$ cat src/rtl/ps2_pkg.sv
// Shared definitions for the PS/2 keyboard input stage.
// Frame FSM state encodings, the break-code value and frame bit counts.
package ps2_pkg;

    typedef enum logic [1:0] {
        ST_IDLE   = 2'd0,
        ST_DATA   = 2'd1,
        ST_PARITY = 2'd2,
        ST_STOP   = 2'd3
    } ps2_state_t;

    localparam logic [7:0] PS2_BREAK      = 8'hF0;
    localparam int         PS2_DATA_BITS  = 8;
    localparam int         PS2_FRAME_BITS = 11;

endpackage

$ cat src/rtl/ps2_sync_filter.sv
// Two-flop synchroniser plus glitch filter for the PS/2 clock line.
// Emits a one-cycle registered pulse when the filtered level falls.
module ps2_sync_filter #(
    parameter int FILTER = 4
) (
    input  logic clock,
    input  logic reset,
    input  logic pin,
    output logic fall
);

    localparam int CW = (FILTER > 1) ? $clog2(FILTER + 1) : 1;

    logic [1:0]    sync;
    logic          level;
    logic [CW-1:0] cnt;

    // cnt tracks how many consecutive samples disagree with the accepted level
    always_ff @(posedge clock or posedge reset) begin
        if (reset) begin
            sync  <= 2'b11;
            level <= 1'b1;
            cnt   <= '0;
            fall  <= 1'b0;
        end else begin
            sync <= {sync[0], pin};
            fall <= 1'b0;
            if (sync[1] == level) begin
                cnt <= '0;
            end else if (cnt == CW'(FILTER - 1)) begin
                level <= sync[1];
                cnt   <= '0;
                fall  <= level;
            end else begin
                cnt <= cnt + 1'b1;
            end
        end
    end

endmodule

$ cat src/rtl/ps2_key_buffer.sv
// PS/2 receiver: frame deserialiser, optional break-code filter and scancode FIFO.
// The FIFO head is presented on registered outputs; key_ack pops it.
module ps2_key_buffer
    import ps2_pkg::*;
#(
    parameter int DEPTH      = 8,
    parameter int FILTER     = 4,
    parameter int TIMEOUT    = 5000,
    parameter bit DROP_BREAK = 1'b1
) (
    input  logic       clock,
    input  logic       reset,
    input  logic       ps2_clock_pin,
    input  logic       ps2_data_pin,
    input  logic       key_ack,
    output logic       ps2_key_pressed,
    output logic [7:0] ps2_out,
    output logic       overflow,
    output logic       frame_err
);

    localparam int AW = $clog2(DEPTH);
    localparam int TW = $clog2(TIMEOUT + 1);

    logic          fall;
    logic [1:0]    data_sync;
    logic          data_bit;
    ps2_state_t    state;
    logic [2:0]    bitcnt;
    logic [7:0]    shreg;
    logic          par_bit;
    logic [TW-1:0] tcnt;
    logic          skip_next;

    logic          byte_good;
    logic          push_req;

    ps2_sync_filter #(.FILTER(FILTER)) u_clk_filt (
        .clock (clock),
        .reset (reset),
        .pin   (ps2_clock_pin),
        .fall  (fall)
    );

    assign data_bit  = data_sync[1];
    assign byte_good = fall && (state == ST_STOP) && data_bit && (^{shreg, par_bit});
    assign push_req  = byte_good && !(DROP_BREAK && (skip_next || shreg == PS2_BREAK));

    always_ff @(posedge clock or posedge reset) begin
        if (reset) begin
            data_sync <= 2'b11;
            state     <= ST_IDLE;
            bitcnt    <= '0;
            shreg     <= '0;
            par_bit   <= 1'b0;
            tcnt      <= '0;
            skip_next <= 1'b0;
            frame_err <= 1'b0;
        end else begin
            data_sync <= {data_sync[0], ps2_data_pin};
            frame_err <= 1'b0;
            tcnt      <= (state == ST_IDLE || fall) ? '0 : tcnt + 1'b1;
            if (state != ST_IDLE && !fall && tcnt == TW'(TIMEOUT - 1)) begin
                state     <= ST_IDLE;
                tcnt      <= '0;
                frame_err <= 1'b1;
            end else if (fall) begin
                case (state)
                    ST_IDLE: begin
                        if (!data_bit) begin
                            state  <= ST_DATA;
                            bitcnt <= '0;
                        end else begin
                            frame_err <= 1'b1;
                        end
                    end
                    ST_DATA: begin
                        shreg  <= {data_bit, shreg[7:1]};
                        bitcnt <= bitcnt + 1'b1;
                        if (bitcnt == 3'(PS2_DATA_BITS - 1))
                            state <= ST_PARITY;
                    end
                    ST_PARITY: begin
                        par_bit <= data_bit;
                        state   <= ST_STOP;
                    end
                    ST_STOP: begin
                        state <= ST_IDLE;
                        if (!byte_good)
                            frame_err <= 1'b1;
                        else if (DROP_BREAK)
                            skip_next <= skip_next ? 1'b0 : (shreg == PS2_BREAK);
                    end
                    default: state <= ST_IDLE;
                endcase
            end
        end
    end

    // FIFO with one extra pointer bit so full and empty are distinguishable
    logic [7:0] mem [DEPTH];
    logic [AW:0] wptr, rptr, wptr_n, rptr_n;
    logic        full, empty, push, pop;
    logic [7:0]  head_n;

    assign empty  = (wptr == rptr);
    assign full   = (wptr[AW] != rptr[AW]) && (wptr[AW-1:0] == rptr[AW-1:0]);
    assign pop    = key_ack && !empty;
    assign push   = push_req && (!full || pop);
    assign wptr_n = wptr + (AW+1)'(push);
    assign rptr_n = rptr + (AW+1)'(pop);

    // Next head bypasses the byte being written when it lands in the head slot
    always_comb begin
        head_n = 8'h00;
        if (wptr_n != rptr_n) begin
            if (push && wptr[AW-1:0] == rptr_n[AW-1:0])
                head_n = shreg;
            else
                head_n = mem[rptr_n[AW-1:0]];
        end
    end

    always_ff @(posedge clock) begin
        if (push)
            mem[wptr[AW-1:0]] <= shreg;
    end

    always_ff @(posedge clock or posedge reset) begin
        if (reset) begin
            wptr            <= '0;
            rptr            <= '0;
            ps2_out         <= 8'h00;
            ps2_key_pressed <= 1'b0;
            overflow        <= 1'b0;
        end else begin
            wptr            <= wptr_n;
            rptr            <= rptr_n;
            ps2_out         <= head_n;
            ps2_key_pressed <= (wptr_n != rptr_n);
            if (push_req && full && !pop)
                overflow <= 1'b1;
        end
    end

endmodule

$ cat config.mk
export PLATFORM = sky130hd
export DESIGN_NAME = ps2_key_buffer
export DESIGN_NICKNAME = d
export VERILOG_FILES = /design/src/rtl/ps2_pkg.sv /design/src/rtl/ps2_sync_filter.sv /design/src/rtl/ps2_key_buffer.sv
export SDC_FILE = /design/constraint.sdc
export NUM_CORES = 1
export LEC_CHECK = 0
export ABC_AREA = 1
export BUFFER_PORTS_ARGS = -buffer_cell sky130_fd_sc_hd__buf_2
export CAP_MARGIN = 0
export CORE_ASPECT_RATIO = 1.4
export CORE_UTILIZATION = 60
export CTS_CLUSTER_SIZE = 8
export DETAILED_ROUTE_END_ITERATION = 10
export PLACE_DENSITY_LB_ADDON = 0.25
export RECOVER_POWER = 25
export SLEW_MARGIN = 25
export SYNTH_ARGS = -nofsm -noshare
export SYNTH_HDL_FRONTEND = slang
export SYNTH_SLANG_ARGS = --single-unit
$ cat constraint.sdc
create_clock -name clock -period 7.18 [get_ports clock]
set_input_delay 0.718 -clock clock [delete_from_list [all_inputs] [get_ports clock]]
set_output_delay 0.718 -clock clock [all_outputs]
set_load 0.01 [all_outputs]
* Yosys cells after proc, flatten, opt, wreduce, memory -nomap -nowiden
Memory sizes are Yosys's and may differ from the RTL's.
Cells that the tools add are included.
** Storage, ports and cells
- Register bits after elaboration :: 56
- Memory bits (writable) :: 64
- Output and inout bits :: 11
- Word-level logic and storage cells :: 95
- Memories kept :: 1
** Operators by class
- Add/subtract/negate cells :: 5
- Equal/unequal tests :: 16
- Multiplexer cells :: 23
- Bitwise logic cells :: 2
- Reductions and logical operators :: 31
** Memories
- mem :: words 8, width 8, read ports 1, clocked after memory_dff 0, wr ports 1, RTL line ps2_key_buffer.sv:101 : logic [7:0] mem [DEPTH];
** Operator list (number)
- 2-to-1 mux 13 bit :: 2
- 2-to-1 mux 8 bit :: 2
- adder 13 x 1 -> 13 bit (second input constant) :: 1
- == test 13 bit (second input constant) :: 1
- logical AND 1 bit :: 12
- 2-to-1 mux 1 bit :: 9
- 2-to-1 mux 3 bit :: 3
- AND reduction 3 bit :: 3
- parity 9 bit :: 1
- adder 4 x 1 -> 4 bit :: 2
- == test 8 bit (second input constant) :: 1
- 2-to-1 mux 2 bit :: 4
- one-hot mux 2 bit (4 select lines) :: 1
- AND reduction 4 bit :: 2
- adder 3 x 1 -> 3 bit (second input constant) :: 2
- == test 3 bit :: 2
- one-hot mux 3 bit (2 select lines) :: 1
- nonzero test 2 bit :: 3
- logical NOT 1 bit :: 5
- == test 2 bit (second input constant) :: 2
- == test 4 bit :: 1
- != test 4 bit :: 1
- == test 3 x 2 -> 1 bit (second input constant) :: 1
- == test 3 bit (second input constant) :: 1
- 11 further kinds :: 14

* Longest topological paths before layout
Gate-level depths: netlist of run 1.
- Depth after elaboration :: 9
- Mapped depth :: 18

* By module
A second synthesis of run 1 with hierarchy kept.
** Second synthesis, totals
- Cells, all modules :: 503
- Area, all modules :: 5268.8 µm²
** By module, submodules not included
- ps2_key_buffer :: times used 1, cells each 475, area each 4994.8 µm²
- ps2_sync_filter :: times used 1, cells each 28, area each 274.0 µm²

* Worst setup path before layout of run 1
No wires, ideal clock.
- Path kind :: flip-flop to flip-flop
- Start point :: register wptr[1]
- End point :: register ps2_out[0]
- Arrival time :: 2.617 ns
- Required time :: 7.109 ns
- Path slack :: 4.492 ns
- Stages on the path, launching flop included :: 14
- Path buffers :: 1
- Clock period less this slack :: 2.688 ns
- Cell sequence :: dfrtp_1 inv_1 o21ai_0 a211oi_1 a31oi_1 ha_1 ha_1 clkbuf_1 xor2_1 nor3_4 inv_2 nor3_4 nor2_1 nor2_1
** Between the ends
- Longest elaborated chain between the ends :: 8
** Ends and longest elaborated chain
- start: declaration :: RTL line ps2_key_buffer.sv:102 : logic [AW:0] wptr, rptr, wptr_n, rptr_n;
- start signal: assignment :: RTL line ps2_key_buffer.sv:137 : wptr <= wptr_n;
- == test 4 bit (*) :: RTL line ps2_key_buffer.sv:106 : assign empty = (wptr == rptr);
- logical NOT 1 bit (*) :: RTL line ps2_key_buffer.sv:108 : assign pop = key_ack && !empty;
- logical AND 1 bit (*) :: RTL line ps2_key_buffer.sv:108
- adder 4 x 1 -> 4 bit (*) :: RTL line ps2_key_buffer.sv:111 : assign rptr_n = rptr + (AW+1)'(pop);
- named net rptr_n[1] :: RTL line ps2_key_buffer.sv:102
- branches (longest 3 deep; another with memory (8 x 8 bit))
- 2-to-1 mux 8 bit (*) :: RTL line ps2_key_buffer.sv:116 : if (wptr_n != rptr_n) begin
- named net head_n[0] :: RTL line ps2_key_buffer.sv:104 : logic [7:0] head_n;
- end signal: assignment :: RTL line ps2_key_buffer.sv:139 : ps2_out <= head_n;
- end: declaration :: RTL line ps2_key_buffer.sv:17 : output logic [7:0] ps2_out,
Mark *: on every way through the listed nets, which the timed path passes.
A chain may end at the register's enable or synchronous reset.

* Final worst setup path of run 1
- Start point :: register wptr[1]
- End point :: register ps2_out[3]
Same word-level chain as after synthesis.

==> summary by stage, run 1 <==
Outcome
The run finished with clean final reports.

STA
The worst clock skew is 0.00862 ns. Setup repair after global routing left no endpoint under its margin. Headroom to the max-slew limit came out at 0.356.

Dividing the final minimum period by the clock period gives 0.555. Setup violations remaining at the end of the flow were counted as 0. For the pin with the worst max-slew slack, the measured transition is 0.966 ns. Counting I/O delays and the setup requirement, the final critical path takes 3.99 ns. Static timing analysis puts the maximum clock frequency at 251 MHz. The number of pins exceeding their max-slew limit in the final report came to 0. The count of final hold-check violations came to 0. The setup total negative slack is 0 ns. The final hold slack is 0.353 ns.

Route
The number of design-rule violations left by the first detailed-router iteration is 261. The number of vias per cell is 5.65. The detail route stage leaves a number of antenna-violating nets equal to 0. The first detailed-routing pass took 5 iterations. The average detailed-routed wire length per instance is 16.4 µm.

The final layout contains routed wiring with a total length of 10500 µm. The number of DRC violations after detailed routing is 0. The final route contains 3629 vias.

Floorplan
The floorplan step set the die width to 81.0 µm. The vertical extent of the die is 113 µm. The initial core utilization is 0.615. The floorplan has 40 rows.

The die covers 0.00911 mm². The floorplan core area is 0.00851 mm². During I/O placement, the number of pins put on the boundary was 16.

Place
The number of port buffers is 15. Routability-driven placement finished with a final weighted congestion of 0.833. Once placement completed, the tool counted placed cells totaling 610. The detailed-placement wirelength estimate is 6790 µm.

Job
Across the run, the number of max-cap violations was 0.

Worst setup path
For the worst setup path, the data arrival time is 4.28 ns. The required time reported for the critical path endpoint is 7.48 ns. The critical path goes through inv_1, o21ai_0, a211oi_1, a31oi_1, ha_1, inv_1, nor2_1, nor2_1, o31ai_1, inv_1, nor2_1, nor2_1. Together, buffers and inverters on the worst path number 3.

Counting stages on the worst path, the most repeated cell is nor2_1. The worst setup path is captured at a register. In this run the worst path has a maximum fanout of 36.

The worst setup path is launched from a register. The largest stage delay on the critical path is 0.94 ns. The critical path start-end classification is register to register. Broken down by cell family, the worst path's largest delay share belongs to buffers and inverters. The most critical setup path has its startpoint at wptr[1]. In this run the critical register-to-register path is launched from wptr[1]. The critical path's slowest cell is ha_1.

Power
The share of power burned in registers is 0.344. The internal portion of the total power is 1.58 mW. The worst IR drop on VDD is 0.219 mV. The share of total power consumed by net switching is 0.333. Summed over all nets, the switching power comes to 792 µW.

The leakage power summed over all cells is 2.53 nW. The cell area power density is 395 mW/mm². The design draws 2.37 mW.

The fraction of power consumed by the clock network is 0.357. The portion of total power attributed to combinational logic is 0.299.

Global route
The initial antenna violation count was 0. The first global-routing pass estimated 17300 µm of wire. Entering global routing, the biggest net connects 57 pins. For this run the aggregate overflow at the end of global routing stands at 0. The via count of the first global-routing pass is 3638. The overall routing resource usage is 0.264.

CTS
The clock slew seen by the registers of the worst setup and hold paths is 0.05 ns. The total of cells resized after clock tree synthesis is 0. The total clock buffers created by CTS is 17. The post-CTS repair timing setup buffer count is 0.

The worst-skew pair later-pin latency is 0.41 ns. The CTS tree is done. The total number of clock tree sinks is 120. The maximum root-to-sink buffer count is 2. Buffers inserted to repair hold after CTS numbered 0. The root buffer selected by CTS is clkbuf_16. The H-tree was split into 4 levels.

Final layout
The count of antenna diodes in the layout is 0. The final standard cell utilization of the core is 0.706. Excluding fillers, the count of instances in the completed layout stands at 642. The proportion of layout cells with a drive suffix above 1 is 0.106.

Relative to the synthesized area, the layout overhead comes to 14.7%. The count of fill cells added during filler insertion is 609. At the end of the flow, the number of nets in the layout was 541.

Logic synthesis
The cell area after synthesis is 0.00524 mm². The cell count after synthesis came out at 501. The area fraction of the dominant cell type after synthesis is 0.367. Synthesis instantiated 31 different standard cells from the library. In the post-synthesis netlist, the biggest area contributors are edfxtp_1 37%, dfrtp_1 24%, nor2_1 6.6%. The cell type with the highest aggregate area in the netlist is edfxtp_1. For this run, the number of Yosys warnings is 0. The sequential cell area fraction in the yosys report is 0.636. Counting every net in the synthesized netlist gives 518. After synthesis the netlist holds a flip-flop and latch count of 120.

The average instance area after synthesis is 10.5 µm².

Worst hold path
The worst hold path startpoint is u_clk_filt.sync[0]. The tightest min-delay check is of the register to register type.
-- cell type report --
cell class / count / area, µm² / share of cell area
repair buffers: 18 / 97.6 / 0.0162
flip-flops and latches: 120 / 3330 / 0.554
multi-input cells: 314 / 1660 / 0.276
inverters: 53 / 199 / 0.0331
clock inverters: 14 / 161 / 0.0269
clock buffers: 18 / 429 / 0.0714
well taps: 105 / 131 / 0.0219
-- synth_stat cells, drive strengths merged --
library cell and instances:
nand2 71, buf 3, edfxtp 64, a21oi 6, xnor2 12, nor3 11, o221ai 8, nor3b 3
nor2 92, nor4 1, a211oi 1, a31oi 2, o21ai 51, xor2 8, or2 1, ha 12
clkbuf 11, o21bai 1, a221oi 1, o31ai 9, nand4 4, inv 53, dfstp 5, dfrtp 51
nand3 20
-- sequential cells by signal (all words and copies together), names as in the netlist --
name,count
mem,64
u_clk_filt.sync,2
u_clk_filt.cnt,3
frame_err,1
wptr,4
state,2
data_sync,2
skip_next,1
par_bit,1
overflow,1
u_clk_filt.level,1
shreg,8
u_clk_filt.fall,1
ps2_key_pressed,1
rptr,4
ps2_out,8
tcnt,13
bitcnt,3
-- metrics by stage --
stage	worst slack [ns]	cell area, µm²
floorplan	4.49	5240
global placement	3.51	5410
detailed placement	3.34	5420
CTS	3.27	6010
global route	2.75	6010
finish	3.19	6010
-- power by group through the flow --
stage                     clock (mW)  combinational (mW)  sequential, mW
final                          0.847               0.710           0.816
after global placement             0               0.681           0.824
after floorplan                    0               0.511           0.832
after global routing           0.882               0.805           0.822
after CTS                      0.851               0.711           0.817
after detailed placement           0               0.698           0.829
-- routing by layer --
layer	vias up	wire, µm	track usage
met4	0	355	0.165
met3	27	370	0.0577
met1	1755	4080	0.294
li1	1736	-	-
met2	111	5710	0.447
met5	-	0	0
-- path summary, 6_finish.rpt --
| path | endpoint | slack (ns) | depth (start not counted) |
|---|---|---|---|
| worst max register to register | ps2_out[3] | 3.19 | 12 |
| worst min-delay path | u_clk_filt.sync[1] | 0.35 | 0 |
| max in group asynchronous | ps2_key_pressed | 6.21 | 3 |
| min in group asynchronous | u_clk_filt.cnt[2] | 0.49 | 3 |
| worst max-delay path | ps2_out[3] | 3.19 | 12 |
| worst min register to register | u_clk_filt.sync[1] | 0.35 | 0 |
-- logic make-up after synthesis --
kind of cell,share of synthesized area
AO/OA/AOI/OAI,0.0877
XOR/XNOR,0.0349
adder cells (fa/ha/maj),0.0287
AND/OR/NAND/NOR,0.164
flip-flops,0.636
buffers and inverters,0.0492
-- layout by cell type (no fill, tap or decap), types with 6 or more instances in the layout --
master     instances
o31ai_1            9
nor2_1            92
edfxtp_1          64
xor2_1             7
ha_1              12
o221ai_1           8
nand3_1           19
nor3_1             7
a21oi_1            6
clkinv_1           7
inv_1             51
dfrtp_1           51
nand2_1           70
o21ai_0           51
clkbuf_16         17
xnor2_1           12
buf_2             15
Note: power is estimated with default switching activity, not from simulation.
==> run 2: changes to the inputs <==
CORE_UTILIZATION = 56   (was 60)
clock period = 3.38 ns   (was 7.18 ns; I/O delays follow)
==> run 2 against run 1 <==
The flow now finishes with violations (capacitance limit, slew limit). Clock power rose by 96%. Cell count grew 3.0%. Combinational power rose by 130%. Non-clock buffer count up 17. Core utilization fell by 3.1 points. Register-to-register slack got worse by 2.9 ns. Critical path depth increased by 1. Design area increased by 1.4%. Die area up 7.0%. Total power up 110%. Clock skew down 0.00054 ns. Critical path type unchanged. Largest power group is now registers. Highest routed layer unchanged.
==> summary by stage, run 2 (synthesized netlist as in run 1, its figures left out) <==
Global route
The global-route wire length before repair came to 17900 µm (+3.5%). The initial antenna violation count is 0 (unchanged). The residual overflow from global routing is 0 (unchanged). The via count of the first global-routing pass came to 3709 (+2.0%). The overall routing resource usage is 0.246 (-0.0174).

The pin count of the biggest net entering global routing came to 43 (-25%).

Worst setup path
For this design, the slowest cell found on the critical path is dfrtp_1. The critical path arrival is 3.41 ns (-0.87 ns). The critical path endpoint category is a register.

The highest fanout seen on the critical path is 19 (-47%). The critical path launch point type is a register. In this run the critical register-to-register path is launched from wptr[1]. Traced cell by cell, the critical path runs through inv_1, o21ai_0, a211oi_1, a31oi_1, ha_1, ha_1, buf_4, xor2_1, nor3_4, inv_2, nor3_4, nor2_1, nor2_1. The largest stage delay on the critical path is 0.47 ns (-0.47 ns).

The critical path is of the register to register type. The critical path starts at wptr[1]. The worst setup slack for register-to-register paths is 0.31 ns (-2.89 ns). The required time reported for the critical path endpoint is 3.72 ns (-3.76 ns).

Power
The worst IR drop on VDD was 0.661 mV (+200%). The fraction of power consumed by the clock network is 0.329 (-0.028). The share of power burned in registers is 0.343 (about the same). The leakage power summed over all cells came to 2.61 nW (+3.0%). The internal power of the cells is 3.30 mW (+110%).

The share of total power consumed by net switching came to 0.346 (+0.0128). The portion of total power attributed to combinational logic is 0.328 (+0.029). The cell area power density is 830 mW/mm² (+110%). The net switching power came to 1.75 mW (+120%).

Final layout
The area of combinational cells with multiple inputs is 0.00166 mm² (about the same). The final design area excluding fillers is 0.00609 mm² (+1.4%). The area added between synthesis and finish is 16.4%. The count of fill cells added during filler insertion is 688 (+13%). The final-stage net count is 558 (+3.1%). The count of placed standard cells in the final layout, fillers left out is 661 (+3.0%). The final standard cell utilization of the core is 0.675 (-0.0311). The sequential cell area is 0.00333 mm² (unchanged). The flip-flop count of the largest register after layout was 64 (unchanged). The proportion of layout cells with a drive suffix above 1 was 0.132 (+0.0256). The count of antenna diodes in the layout is 0 (unchanged). The library cell used most frequently in the layout, excluding fill and tap cells, is nor2_1. Leaving out fill and tap cells, the most frequent cells in the layout are 92 x nor2_1, 70 x nand2_1, 64 x edfxtp_1.

Floorplan
The die extent in x came to 83.7 µm (+3.4%). The number of top-level pins is 16 (unchanged). The die outline area is 0.00975 mm² (+7.0%).

The initial core utilization is 0.580 (-0.0355). The floorplan core area is 0.00903 mm² (+6.1%). The site row count was 41 (+2.5%). The vertical extent of the die is 116 µm (+3.4%).

Route
The number of DRC violations after detailed routing is 0 (unchanged). The average detailed-routed wire length per instance is 16.8 µm (+2.4%). The total routed wirelength came to 11100 µm (+5.4%). The residual antenna-violating net count after detailed routing is 0 (unchanged). The number of design-rule violations left by the first detailed-router iteration is 335 (+28%). The number of vias per cell is 5.61 (-0.73%). The vias after detailed routing was 3709 (+2.2%). The first-pass detailed-route iteration total is 5 (unchanged).

CTS
The tree is rooted in a clkbuf_16. The maximum level of the CTS H-tree is 4 (unchanged). The total number of clock tree sinks is 120 (unchanged). The clock slew seen by the registers of the worst setup and hold paths is 0.05 ns (about the same).

The worst-skew pair later-pin latency came to 0.41 ns (about the same). The hold-fix buffer count after cts is 0 (unchanged). The CTS tree is done. The maximum root-to-sink buffer count was 2 (unchanged). The total clock buffers created by CTS is 17 (unchanged).

STA
The number of setup violations in the final report is 0 (unchanged). The transition time at the pin with the least slew margin was 1.59 ns (+0.623 ns). The final critical path time including I/O delays and setup is 3.07 ns (-0.912 ns).

The maximum frequency from static timing analysis was 325 MHz (+30%). The number of pins exceeding their max-slew limit in the final report came to 43 (+43). Setup repair after global routing left no endpoint under its margin. The final hold slack is 0.0237 ns (-0.329 ns). The final period utilization is 0.909 (+0.354). The setup total negative slack is 0 ns (unchanged). The remaining max-slew budget at the tightest pin is -0.0603 (-0.416). The count of final hold-check violations is 0 (unchanged). The worst clock skew is 0.00808 ns (-0.000544 ns).

Place
The number of port buffers is 15 (unchanged). The placed cell count is 629 (+3.1%). The detailed-placement wirelength estimate is 7320 µm (+7.8%). The area after detailed placement came to 0.00554 mm² (+2.2%). The final RePlAce weighted congestion was 0.820 (-1.6%).

Outcome
The final reports fail on capacitance limit, slew limit. The run finished, with violations left.

Worst hold path
The worst hold path startpoint is ps2_data_pin. The tightest min-delay check is of the input port to register type.

Job
The max-cap check violation count was 1 (+1).
-- run 2: worst paths after layout --
kind	endpoint	cells past startpoint
setup / recovery	ps2_out[1]	13
hold / removal	data_sync[0]	1
setup reg to reg	ps2_out[1]	13
hold reg to reg	data_sync[1]	0
max in group asynchronous	u_clk_filt.sync[0]	3
min in group asynchronous	rptr[2]	2
-- run 2: final cells by class --
| cell class | count | share of cell area |
|---|---|---|
| Tap cell | 107 | 0.0220 |
| Multi-Input combinational cell | 314 | 0.272 |
| Clock buffer | 20 | 0.0717 |
| Inverter | 53 | 0.0326 |
| Sequential cell | 120 | 0.546 |
| Clock inverter | 12 | 0.0179 |
| Timing Repair Buffer | 35 | 0.0370 |
-- run 2: per-stage QoR --
stage	setup WS [ns]	power, mW
finish	0.307	5.06
global route	0.0439	5.35
CTS	0.294	5.07
detailed placement	0.323	3.40
global placement	0.472	3.35
floorplan	0.692	2.86
-- run 2: power by group through the flow --
stage               registers, mW  logic, mW  clock network [mW]
floorplan                    1.77       1.09                   0
global placement             1.75       1.60                   0
detailed placement           1.76       1.65                   0
CTS                          1.73       1.66                1.68
global route                 1.75       1.85                1.75
finish                       1.74       1.66                1.66
-- run 2: what timing repair did --
item                       CTS  global route
setup endpoints to repair    0             2
gates resized for setup      0             1
hold endpoints to repair     0             0
buffers inserted             0             0
-- run 2: metal layers --
metal,GRT usage,up-vias,wire length [µm]
met1,0.279,1809,4360
met5,0,-,0
met4,0.154,0,489
met2,0.425,98,5830
li1,-,1770,-
met3,0.0572,32,401
-- run 2: critical path, delay by kind of cell, from the launching register on --
kind / cells / cell delay [ns]
buf+inv: 3 / 0.47
xor+xnor: 1 / 0.19
flops: 1 / 0.47
fa+ha+maj: 2 / 0.52
compound gates: 3 / 0.50
simple gates: 4 / 0.84
